===== src/rtl/ir_fetch_unit.sv =====
// Instruction fetch unit: assembles little-endian 16-bit instructions from byte-wide memory and owns the PC.
// Optional wait-state watchdog enabled by defining FETCH_TIMEOUT_EN.
module ir_fetch_unit #(
    parameter logic [15:0] RESET_PC = 16'h0000,
    parameter int          TIMEOUT  = 15
) (
    input  logic        Clock,
    input  logic        Reset,
    input  logic        Start,
    input  logic        Flush,
    input  logic        PCLoad,
    input  logic [15:0] PCIn,
    output logic        MemRd,
    output logic [15:0] MemAddr,
    input  logic        MemValid,
    input  logic [7:0]  MemData,
    output logic [15:0] IROut,
    output logic        IRValid,
    output logic [15:0] PCOut,
    output logic        Busy,
    output logic        Fault
);

    typedef enum logic [1:0] {IDLE, FETCH_LO, FETCH_HI} state_t;

    state_t      state;
    logic [15:0] pc;
    logic [15:0] start_pc;
    logic        timeout_hit;

    assign MemRd   = (state != IDLE);
    assign MemAddr = pc;
    assign PCOut   = pc;
    assign Busy    = (state != IDLE);

`ifdef FETCH_TIMEOUT_EN
    logic [7:0] wait_cnt;
    logic       fault_r;

    // Abort fires on the TIMEOUT-th consecutive cycle without a byte
    assign timeout_hit = (state != IDLE) && !MemValid && (wait_cnt == 8'(TIMEOUT - 1));
    assign Fault       = fault_r;

    always_ff @(posedge Clock or negedge Reset) begin
        if (!Reset) begin
            wait_cnt <= 8'd0;
            fault_r  <= 1'b0;
        end else begin
            fault_r <= timeout_hit && !Flush;
            if (state == IDLE || MemValid || Flush || timeout_hit)
                wait_cnt <= 8'd0;
            else
                wait_cnt <= wait_cnt + 8'd1;
        end
    end
`else
    assign timeout_hit = 1'b0;
    assign Fault       = 1'b0;
`endif

    always_ff @(posedge Clock or negedge Reset) begin
        if (!Reset) begin
            state    <= IDLE;
            pc       <= RESET_PC;
            start_pc <= RESET_PC;
            IROut    <= 16'h0000;
            IRValid  <= 1'b0;
        end else begin
            IRValid <= 1'b0;
            case (state)
                IDLE: begin
                    if (PCLoad) begin
                        pc <= PCIn;
                    end else if (Start) begin
                        start_pc <= pc;
                        state    <= FETCH_LO;
                    end
                end
                FETCH_LO: begin
                    // Abort (flush or timeout) rewinds to the instruction's first byte
                    if (Flush || timeout_hit) begin
                        pc    <= start_pc;
                        state <= IDLE;
                    end else if (MemValid) begin
                        IROut[7:0] <= MemData;
                        pc         <= pc + 16'd1;
                        state      <= FETCH_HI;
                    end
                end
                FETCH_HI: begin
                    if (Flush || timeout_hit) begin
                        pc    <= start_pc;
                        state <= IDLE;
                    end else if (MemValid) begin
                        IROut[15:8] <= MemData;
                        pc          <= pc + 16'd1;
                        IRValid     <= 1'b1;
                        state       <= IDLE;
                    end
                end
                default: state <= IDLE;
            endcase
        end
    end

endmodule


===== config.mk =====
export PLATFORM = sky130hd
export DESIGN_NAME = ir_fetch_unit
export DESIGN_NICKNAME = d
export VERILOG_FILES = /design/src/rtl/ir_fetch_unit.sv
export SDC_FILE = /design/constraint.sdc
export NUM_CORES = 1
export LEC_CHECK = 0
export BUFFER_PORTS_ARGS = -buffer_cell sky130_fd_sc_hd__buf_2
export CORE_ASPECT_RATIO = 0.9
export CORE_MARGIN = 8
export CORE_UTILIZATION = 35
export CTS_BUF_LIST = sky130_fd_sc_hd__clkbuf_4
export CTS_CLUSTER_DIAMETER = 60
export DETAILED_ROUTE_END_ITERATION = 12
export GPL_TIMING_DRIVEN = 0
export PLACE_DENSITY = 0.69
export SYNTH_ARGS = -nofsm -noshare
export SYNTH_HDL_FRONTEND = slang
export SYNTH_SLANG_ARGS = --single-unit

===== constraint.sdc =====
create_clock -name Clock -period 1.86 [get_ports Clock]
set_clock_uncertainty 0.1 [all_clocks]
set_input_delay 0.093 -clock Clock [delete_from_list [all_inputs] [get_ports Clock]]
set_output_delay 0.093 -clock Clock [all_outputs]
set_load 0.1 [all_outputs]

## After elaboration in Yosys (flattened, before gate mapping)

Cells that the tools add are included.

- Input bits: 30
- Output and inout bits: 52
- Register bits after elaboration: 51

- Equality and inequality tests: 8
- Add/subtract/negate cells: 1
- Muxes and demuxes: 14
- Reduce and logical (&&, ||, !) cells: 9
- Bitwise gates (word level): 2

Operator list:

| operator | number |
|---|---|
| $mux W16 | 3 |
| $pmux W16 S2 | 1 |
| $add A16 B1 Y16 const B | 1 |
| $mux W2 | 6 |
| $reduce_and A3 Y1 | 4 |
| $ne A2 B2 Y1 const B | 3 |
| $ne A3 B3 Y1 const B | 2 |
| $pmux W2 S3 | 1 |
| $reduce_and A4 Y1 | 1 |
| $reduce_bool A2 Y1 | 2 |
| $mux W1 | 3 |
| $ne A3 B1 Y1 const B | 1 |
| $eq A2 B1 Y1 const B | 1 |
| $eq A2 B2 Y1 const B | 1 |
| $logic_not A2 Y1 | 1 |
| $not A1 Y1 | 2 |
| $reduce_or A2 Y1 | 1 |

## Longest topological paths before layout

Gate-level depths: netlist of the first run.

- Word-level depth: 4
- Depth in mapped cells: 8
- Depth with buffers taken out: 6

## Least setup slack after synthesis of the first run

OpenSTA, ideal clock, no wires.

- Kind: reg-to-reg
- Start point: reg pc[0], in the netlist MemAddr[0]
- End point: reg pc[12], in the netlist MemAddr[12]
- Path slack: -0.598 ns
- Stages on the path, launching flop included: 6
- Clock period less this slack: 2.458 ns
- Arrival: 2.290 ns
- Cell sequence: dfrtp_1 ha_1 inv_1 or4_1 a31oi_1 o211a_1

- Word-level cells in the longest chain between the ends: 4

RTL lines:

| item | RTL line | text |
|---|---|---|
| start: declaration | 27 | `logic [15:0] pc;` |
| start signal: assignment | 73 | `pc <= PCIn;` |
| start signal: assignment | 82 | `pc <= start_pc;` |
| start signal: assignment | 86 | `pc <= pc + 16'd1;` |
| $add A16 B1 Y16 | 86, 96 |  |
| $mux W16 | 84, 94 |  |
| $mux W16 | 91 | `if (Flush \|\| timeout_hit) begin` |
| $pmux W16 S2 | 70 | `case (state)` |

No other way between the ends. The select of a mux whose other input is x is not followed.
A chain may end at the register's enable or synchronous reset.

## Final worst setup path of the first run

- Start point: reg state[0]
- End point: reg pc[14], in the netlist MemAddr[14]

- Word-level cells in the longest chain between the ends: 4

RTL lines:

| item | RTL line | text |
|---|---|---|
| start: declaration | 26 | `state_t state;` |
| start signal: assignment | 63 | `state <= IDLE;` |
| start signal: assignment | 76 | `state <= FETCH_LO;` |
| start signal: assignment | 83 | `state <= IDLE;` |
| $eq A2 B2 Y1 or $eq A2 B1 Y1 (tied branches) | 70 |  |
| $reduce_or A2 Y1 (no source line) | -- |  |
| $ne A3 B1 Y1 (no source line) or $reduce_bool A2 Y1 (tied branches) | -- |  |
| $reduce_and A3 Y1 (no source line) | -- |  |

Parallel ways exist; a longest one is shown, timed or not.

==> flow_summary.toml, run 1 <==
[floorplanning]
die-width_um = 110
floorplan.die.height_um = 101
placeableCoreArea_mm2 = 0.00791
floorplan.rows = 31
start_util = 0.355
floorplan.die_area_mm2 = 0.0111
io-pin-count = 82

[synthesis]
synth-compound-area-share = 0.134
ys_async_rst_share = 1.00
ys_top_cells_by_count = "sky130_fd_sc_hd__dfrtp_1 (51), sky130_fd_sc_hd__mux2_2 (31), sky130_fd_sc_hd__buf_4 (18)"
post-synth-top-area-fraction = 0.455
synth_top_cells_by_area = "sky130_fd_sc_hd__dfrtp_1 (45%), sky130_fd_sc_hd__mux2_2 (12%), sky130_fd_sc_hd__buf_4 (4.8%), sky130_fd_sc_hd__ha_1 (2.2%), sky130_fd_sc_hd__nand3_1 (2.1%)"
ys_seq_elements = 51
synthesis.area_mm2 = 0.00281
synth-xor-area-share = 0.0187
netlist-cell-type-count = 54
postSynth.topFlopCell = "sky130_fd_sc_hd__dfrtp_1"
synth_top_cell_by_area = "sky130_fd_sc_hd__dfrtp_1"
synthSimpleGateAreaFrac = 0.145
synth_adder_area_share = 0.0223
syn_inst = 262
syn_avg_cell_area_um2 = 10.7
synth.yosys.seq_area_share = 0.455
fraction_of_synthesized_area_in_multiplexers = 0.142
synthesis.nets = 297
main_combinational_cell_family_by_area_after_synthesis = "simple AND/OR/NAND/NOR gates"
synth_most_common_cell = "sky130_fd_sc_hd__dfrtp_1"
number_of_flops_mapped_to_enable_cells_by_yosys = 0
yosys_warnings = 0

[detailed_routing]
via_count = 2540
drt-pass1-iter-count = 4
avgRoutedWirePerCell_um = 16.8
postRouteWirelength_um = 8150
first_iter_violations = 153
route.antenna.remaining_nets = 0
vias_per_cell = 5.25
drt_drc_violations_left = 0

[clocking]
path_clk_slew_ps = 130
clock_sink_count = 51
clk_latency_worst_skew_pair_ps = 380
clock_tree_from_tritoncts = "built"
htreeDepth = 2
ctsLongestPathBuffers = 2
cts_made_buffers = 5
clock_tree.root_cell = "sky130_fd_sc_hd__clkbuf_4"

[global_routing]
groute.usage.overall = 0.141
grt_antenna_before_repair = 0
grt_start_max_net_pins = 52
first_global_vias = 2556
globalRouteOverflowTotal = 0
first_pass_grt_wire_length_um = 12500

[critical_path]
crit_path_frequent_cell = "sky130_fd_sc_hd__inv_2"
end_kind = "flop"
start_kind = "flop"
timing.critical_path.cells = "inv_2 > ha_4 > buf_8 > inv_2 > a21o_1 > a311oi_1 > nor3_2"
cp_top_family = "compound AO/OA/AOI/OAI gates"
timing.reg2reg.setup_slack_ps = 30
worst-endpoint-arrival_ps = 1970
worstPathBufferInverterCount = 3
slowest_delay_ps = 400
crit_path_top_delay_cell = "sky130_fd_sc_hd__dfrtp_1"
timing.critical_path.fanout_max = 8
worstPathRequired_ps = 2000
worstSetupPathType = "reg -> reg"

[placed_design]
port-buffer-count = 80
dp.cells = 441
dp_hpwl_um = 5600
place.gp.congestion = 0.904

[timing]
transition_time_at_the_pin_with_the_least_slew_margin_ps = 1120
timing.fmax_ghz = 0.548
final.period_utilization = 0.982
report.final.hold_viol_count = 0
timing.final.max_slew_violations = 0
setup_repair_after_global_routing_missed_its_margin = "yes"
period_minus_slack_ps = 1830
setup_viol = 0
hold_slack_ps = 42.7
timing.setup.tns_ps = 0
worst_slew_margin_rel = 0.251

[finish]
finish.cell_count_without_fillers = 484
antennaDiodeCount = 0
num-nets-final = 419
areaGrowthSynthToFinish_pct = 40.1
drive_above_1_share = 0.530
layout.core_utilization = 0.497

[min_path]
hold_path_class = "in -> reg"

[outcome]
run_status = "finished, final reports clean"

[job]
maxCapViolations = 0
## path summary, 6_finish.rpt
path,from,end,depth (start not counted)
max,state[0],MemAddr[14],7
min,PCIn[11],MemAddr[11],4
min reg2reg,start_pc[9],start_pc[9],2
max reg2reg,state[0],MemAddr[14],7
max in group asynchronous,Reset,MemAddr[7],2
min in group asynchronous,Reset,MemAddr[1],2
## cells in the final DEF, fill, tap and decap left out, types with 4 or more instances in the layout
master                           n
sky130_fd_sc_hd__mux2i_1         5
sky130_fd_sc_hd__nor2b_1         5
sky130_fd_sc_hd__dfrtp_4         9
sky130_fd_sc_hd__a21oi_1         7
sky130_fd_sc_hd__nand3_1        10
sky130_fd_sc_hd__buf_2          82
sky130_fd_sc_hd__nand2_1        12
sky130_fd_sc_hd__nor2_1          7
sky130_fd_sc_hd__inv_2           4
sky130_fd_sc_hd__mux2_2         31
sky130_fd_sc_hd__clkbuf_4        7
sky130_fd_sc_hd__o21ai_0         8
sky130_fd_sc_hd__inv_1           8
sky130_fd_sc_hd__o211ai_1        6
sky130_fd_sc_hd__a31oi_1         4
sky130_fd_sc_hd__dfrtp_1        38
sky130_fd_sc_hd__nand4_1         6
sky130_fd_sc_hd__dfrtp_2         4
sky130_fd_sc_hd__buf_4          38
sky130_fd_sc_hd__dlygate4sd3_1  17
## what timing repair did
item	in CTS	in global routing
endpoints found under the setup margin	23	33
endpoints found under the hold margin	75	0
hold buffers	17	0
resized for setup	17	20
buffers inserted	8	9
gates cloned	0	2
pin swaps	3	7
## worst reg2reg max path: cells and delay by family (launching register included)
family / cells / cell delay, ps
simple gates: 1 / 80
compound gates: 2 / 560
flops: 1 / 400
buf+inv: 3 / 260
fa+ha+maj: 1 / 310
## flip-flops by register name, summed over array words and instances, names as in the netlist
name	flops
IROut	16
IRValid	1
MemAddr	16
start_pc	16
state	2
## per-stage QoR
| step | instance area, µm² | worst slack (ps) |
|---|---|---|
| floorplan | 2880 | -33.4 |
| finish | 3930 | 33.6 |
| global placement | 3400 | -240 |
| global route | 3930 | -32.3 |
| CTS | 3740 | 9.74 |
| detailed placement | 3400 | -269 |
## final cells by class
class,count,area [µm²]
plain buffers,27,213
clock buffers,7,52.6
clock inverters,1,7.51
fillers,761,3980
inverters,12,45.0
multi-input cells,172,1450
flip-flops and latches,51,1320
well taps,99,124
repair buffers,115,723
## per-layer routing
| metal | part of all wire | GRT usage | vias to the layer above |
|---|---|---|---|
| li1 | - | - | 1187 |
| met1 | 0.42 | 0.180 | 1241 |
| met2 | 0.49 | 0.231 | 99 |
| met3 | 0.081 | 0.0307 | 13 |
| met4 | 0.013 | 0.0461 | 0 |
| met5 | 0 | 0 | - |
## cells by family after synthesis
kind of cell | Yosys count
flip-flops | 51
adder cells (fa/ha/maj) | 5
AND/OR/NAND/NOR | 71
buffers and inverters | 40
other | 1
multiplexers | 36
XOR/XNOR | 6
AO/OA/AOI/OAI | 52
Power of run 1 is not shown: default switching activity piles up to over one toggle a cycle in this logic, so the estimate is an artifact.
==> inputs of run 2 (changes only) <==
Settings changed: RECOVER_POWER set to 25.
==> flow_summary.toml, run 2 (synthesis results as in run 1) <==
[finish]
antennaDiodeCount = 0
final_non_filler_cell_area_mm2 = 0.00393
drive_above_1_share = 0.530
final_common_cell = "sky130_fd_sc_hd__buf_2"
layout.core_utilization = 0.497
finish.cell_count_without_fillers = 484
mostFrequentLayoutCells = "sky130_fd_sc_hd__buf_2 (64), sky130_fd_sc_hd__dfrtp_1 (38), sky130_fd_sc_hd__buf_4 (38)"
areaGrowthSynthToFinish_pct = 40.1
num-nets-final = 419

[timing]
worst_slew_margin_rel = 0.164
setup_repair_after_global_routing_missed_its_margin = "yes"
final.period_utilization = 0.983
report.final.hold_viol_count = 0
timing.fmax_ghz = 0.547
transition_time_at_the_pin_with_the_least_slew_margin_ps = 1250
setup_viol = 0
timing.final.max_slew_violations = 0
period_minus_slack_ps = 1830

[critical_path]
slowest_delay_ps = 400
worstSetupPathType = "reg -> reg"
timing.critical_path.fanout_max = 8
cp_top_family = "compound AO/OA/AOI/OAI gates"
worstPathBufferInverterCount = 3
worstPathRequired_ps = 2000
end_kind = "flop"
worst-endpoint-arrival_ps = 1970
timing.critical_path.cells = "inv_2 > ha_4 > buf_8 > inv_2 > a21o_1 > a311oi_1 > nor3_2"
crit_path_frequent_cell = "sky130_fd_sc_hd__inv_2"
crit_path_top_delay_cell = "sky130_fd_sc_hd__dfrtp_1"
start_kind = "flop"

[floorplanning]
io-pin-count = 82
floorplan.die.height_um = 101
floorplan.rows = 31
floorplan.die_area_mm2 = 0.0111
placeableCoreArea_mm2 = 0.00791
start_util = 0.355
die-width_um = 110

[detailed_routing]
drt-pass1-iter-count = 4
via_count = 2542
first_iter_violations = 155
route.antenna.remaining_nets = 0
drt_drc_violations_left = 0
avgRoutedWirePerCell_um = 16.8
postRouteWirelength_um = 8130
vias_per_cell = 5.25

[global_routing]
groute.layer.met2.usage = 0.231
groute.usage.overall = 0.141
first_global_vias = 2556
grt_use_met3 = 0.0307
first_pass_grt_wire_length_um = 12500
global_route.usage.met1 = 0.180
globalRoute.busiestLayer = "met2"
grt_start_max_net_pins = 52
grt_antenna_before_repair = 0
globalRouteOverflowTotal = 0

[clocking]
clock_tree_from_tritoncts = "built"
cts_made_buffers = 5
clock_sink_count = 51
clock_tree.root_cell = "sky130_fd_sc_hd__clkbuf_4"
ctsLongestPathBuffers = 2
path_clk_slew_ps = 130
htreeDepth = 2
clk_latency_worst_skew_pair_ps = 380

[min_path]
hold_path_class = "in -> reg"

[placed_design]
place.gp.congestion = 0.904
dp.cells = 441
port-buffer-count = 80
dp_hpwl_um = 5600
placed_area_mm2 = 0.00340

[outcome]
run_status = "finished, final reports clean"

[job]
maxCapViolations = 0
[run 2: cell types whose count changed in the layout (fill, tap and decap cells not counted), sizes merged]
cell,previous run,this run
clkbuf,8,26
buf,124,106
[run 2: path summary, 6_finish.rpt]
path / startpoint / to / slack, ps / depth (start not counted)
setup / recovery: state[0] / MemAddr[14] / 30 / 7
hold / removal: PCIn[11] / MemAddr[11] / 40 / 4
setup reg to reg: state[0] / MemAddr[14] / 30 / 7
hold reg to reg: start_pc[9] / start_pc[9] / 390 / 2
max in group asynchronous: Reset / MemAddr[7] / 340 / 2
min in group asynchronous: Reset / MemAddr[1] / 420 / 2
[run 2: repair_timing]
item | in CTS | in global routing
endpoints found under the hold margin | 75 | 0
cloned | 0 | 2
endpoints found under the setup margin | 23 | 33
pin swaps | 3 | 7
hold buffers | 17 | 0
buffers inserted | 8 | 9
gates resized for setup | 17 | 20
[run 2: per-layer routing]
layer | wire, µm | part of all wire | vias up
li1 | - | - | 1188
met2 | 3960 | 0.49 | 94
met4 | 106 | 0.013 | 0
met5 | 0 | 0 | -
met1 | 3440 | 0.42 | 1247
met3 | 627 | 0.077 | 13
[run 2: through the flow]
stage	setup slack, ps	TNS (ps)	hold slack (ps)
finish	32.5	0	42.8
global route	-32.3	-35.0	39.6
CTS	9.74	0	17.4
detailed placement	-269	-4220	243
global placement	-240	-3540	238
floorplan	-33.4	-41.3	-303
[run 2: final cells by class]
class | instances | area (µm²)
clock buffers | 7 | 52.6
inverters | 12 | 45.0
repair buffers | 115 | 723
plain buffers | 27 | 213
flip-flops and latches | 51 | 1320
well taps | 99 | 124
clock inverters | 1 | 7.51
fillers | 761 | 3980
multi-input cells | 172 | 1450
[run 2: worst reg2reg max path, delay by kind of cell (launching register included)]
kind,cells,cell delay [ps]
buffers and inverters,3,260
adders and majority gates,1,310
DFF,1,400
and+or+nand+nor,1,80
AOI/OAI and AO/OA,2,560
Power of run 2 is left out for the same reason.
==> inputs of run 3 (changes only) <==
Settings changed: CORE_ASPECT_RATIO 0.9 to 1.1, REMOVE_ABC_BUFFERS set to 1.
==> flow_summary.toml, run 3 (synthesis results as in run 1) <==
[placed_design]
dp_hpwl_um = 5210
port-buffer-count = 80
place.gp.congestion = 0.720
detailedPlace.worstSlack_ps = -637
dp.cells = 422

[finish]
final_common_cell = "sky130_fd_sc_hd__buf_2"
drive_above_1_share = 0.441
antennaDiodeCount = 0
areaGrowthSynthToFinish_pct = 27.9
num-nets-final = 385
layout.filler_cells = 776
mostFrequentLayoutCells = "sky130_fd_sc_hd__buf_2 (58), sky130_fd_sc_hd__dfrtp_1 (46), sky130_fd_sc_hd__mux2_2 (31)"
finish.cell_count_without_fillers = 457

[detailed_routing]
postRouteWirelength_um = 7770
first_iter_violations = 132
avgRoutedWirePerCell_um = 17.0
drt_drc_violations_left = 0
vias_per_cell = 5.23
drt-pass1-iter-count = 4
route.antenna.remaining_nets = 0
via_count = 2390

[floorplanning]
floorplan.rows = 34
start_util = 0.358
placeableCoreArea_mm2 = 0.00783
die-width_um = 101
io-pin-count = 82
floorplan.die_area_mm2 = 0.0111
floorplan.die.height_um = 110

[global_routing]
first_pass_grt_wire_length_um = 12100
globalRouteOverflowTotal = 0
grt_antenna_before_repair = 0
grt_start_max_net_pins = 52
groute.usage.overall = 0.137
first_global_vias = 2420

[critical_path]
crit_path_top_delay_cell = "sky130_fd_sc_hd__a211o_4"
slowest_delay_ps = 440
worstSetupPathType = "reg -> reg"
start_kind = "flop"
timing.critical_path.fanout_max = 16
timing.critical_path.cells = "inv_2 > ha_4 > a211o_4 > nor4bb_2 > nor3_1"
worstPathBufferInverterCount = 1
end_kind = "flop"
cp_top_family = "compound AO/OA/AOI/OAI gates"
worst-endpoint-arrival_ps = 2060
worstPathRequired_ps = 2030

[timing]
setup_repair_after_global_routing_missed_its_margin = "yes"
final.period_utilization = 1.01
worst_slew_margin_rel = 0.0954
setup_viol = 1
transition_time_at_the_pin_with_the_least_slew_margin_ps = 1360
report.final.hold_viol_count = 0
final_critical_path_setup_slack_ps = -26.0
period_minus_slack_ps = 1890
timing.fmax_ghz = 0.530
timing.final.max_slew_violations = 0
timing.setup.tns_ps = -26.0

[clocking]
clock_tree.root_cell = "sky130_fd_sc_hd__clkbuf_4"
ctsLongestPathBuffers = 2
cts_made_buffers = 5
clk_latency_worst_skew_pair_ps = 370
htreeDepth = 2
clock_sink_count = 51
clock_tree_from_tritoncts = "built"
path_clk_slew_ps = 150

[outcome]
run_status = "finished with violations"
failed_checks = "setup timing"

[min_path]
hold_path_class = "in -> reg"

[job]
maxCapViolations = 0
run 3: changes by cell type in the layout (fill, tap and decap cells not counted), moves of 2 or more:
cell	before	now
sky130_fd_sc_hd__buf_2	64	58
sky130_fd_sc_hd__buf_4	38	9
sky130_fd_sc_hd__dfrtp_1	38	46
sky130_fd_sc_hd__dfrtp_4	9	0
sky130_fd_sc_hd__buf_8	2	0
sky130_fd_sc_hd__clkbuf_2	18	22
sky130_fd_sc_hd__nor3_2	2	0
sky130_fd_sc_hd__inv_2	4	2
run 3: repair_timing:
action                                  CTS  global route
hold endpoints to repair                 76             0
endpoints found under the setup margin   33            17
pin swaps                                 4             3
resized for setup                        14            14
buffers inserted                          6             5
hold buffers                             18             0
run 3: tightest hold or removal path, stage by stage:
cell and delay (ps):
sky130_fd_sc_hd__buf_2 130, sky130_fd_sc_hd__nand3_1 130, sky130_fd_sc_hd__o211ai_1 110
run 3: metrics by stage:
stage	hold slack [ps]	cell area, µm²	util
after floorplan	-303	2620	-
after global placement	238	3160	0.404
after detailed placement	243	3160	0.404
after CTS	4.93	3500	0.447
after global routing	21.1	3590	0.458
final	16.3	3590	0.458
run 3: layer usage:
layer,vias to the layer above,part of all wire,track usage
li1,1119,-,-
met1,1184,0.42,0.163
met2,81,0.49,0.231
met3,6,0.075,0.0481
met4,0,0.0081,0.0362
met5,-,0,0
run 3: layout make-up:
type,count,area (µm²),share of cell area
timing repair buffer,109,679,0.189
multi-input combinational,171,1400,0.390
inverter,12,47.5,0.0133
tap,108,135,0.0377
clock buffer,6,45.0,0.0126
sequential,51,1280,0.358
run 3: worst paths after layout:
kind | start | end | slack (ps) | cells after the start
max reg2reg | state[0] | MemAddr[14] | -30 | 5
min | MemValid | MemAddr[8] | 20 | 3
max in group asynchronous | Reset | MemAddr[1] | 310 | 2
min in group asynchronous | Reset | MemAddr[13] | 450 | 2
min reg2reg | start_pc[9] | start_pc[9] | 400 | 2
max | state[0] | MemAddr[14] | -30 | 5
Power of run 3 is left out for the same reason.
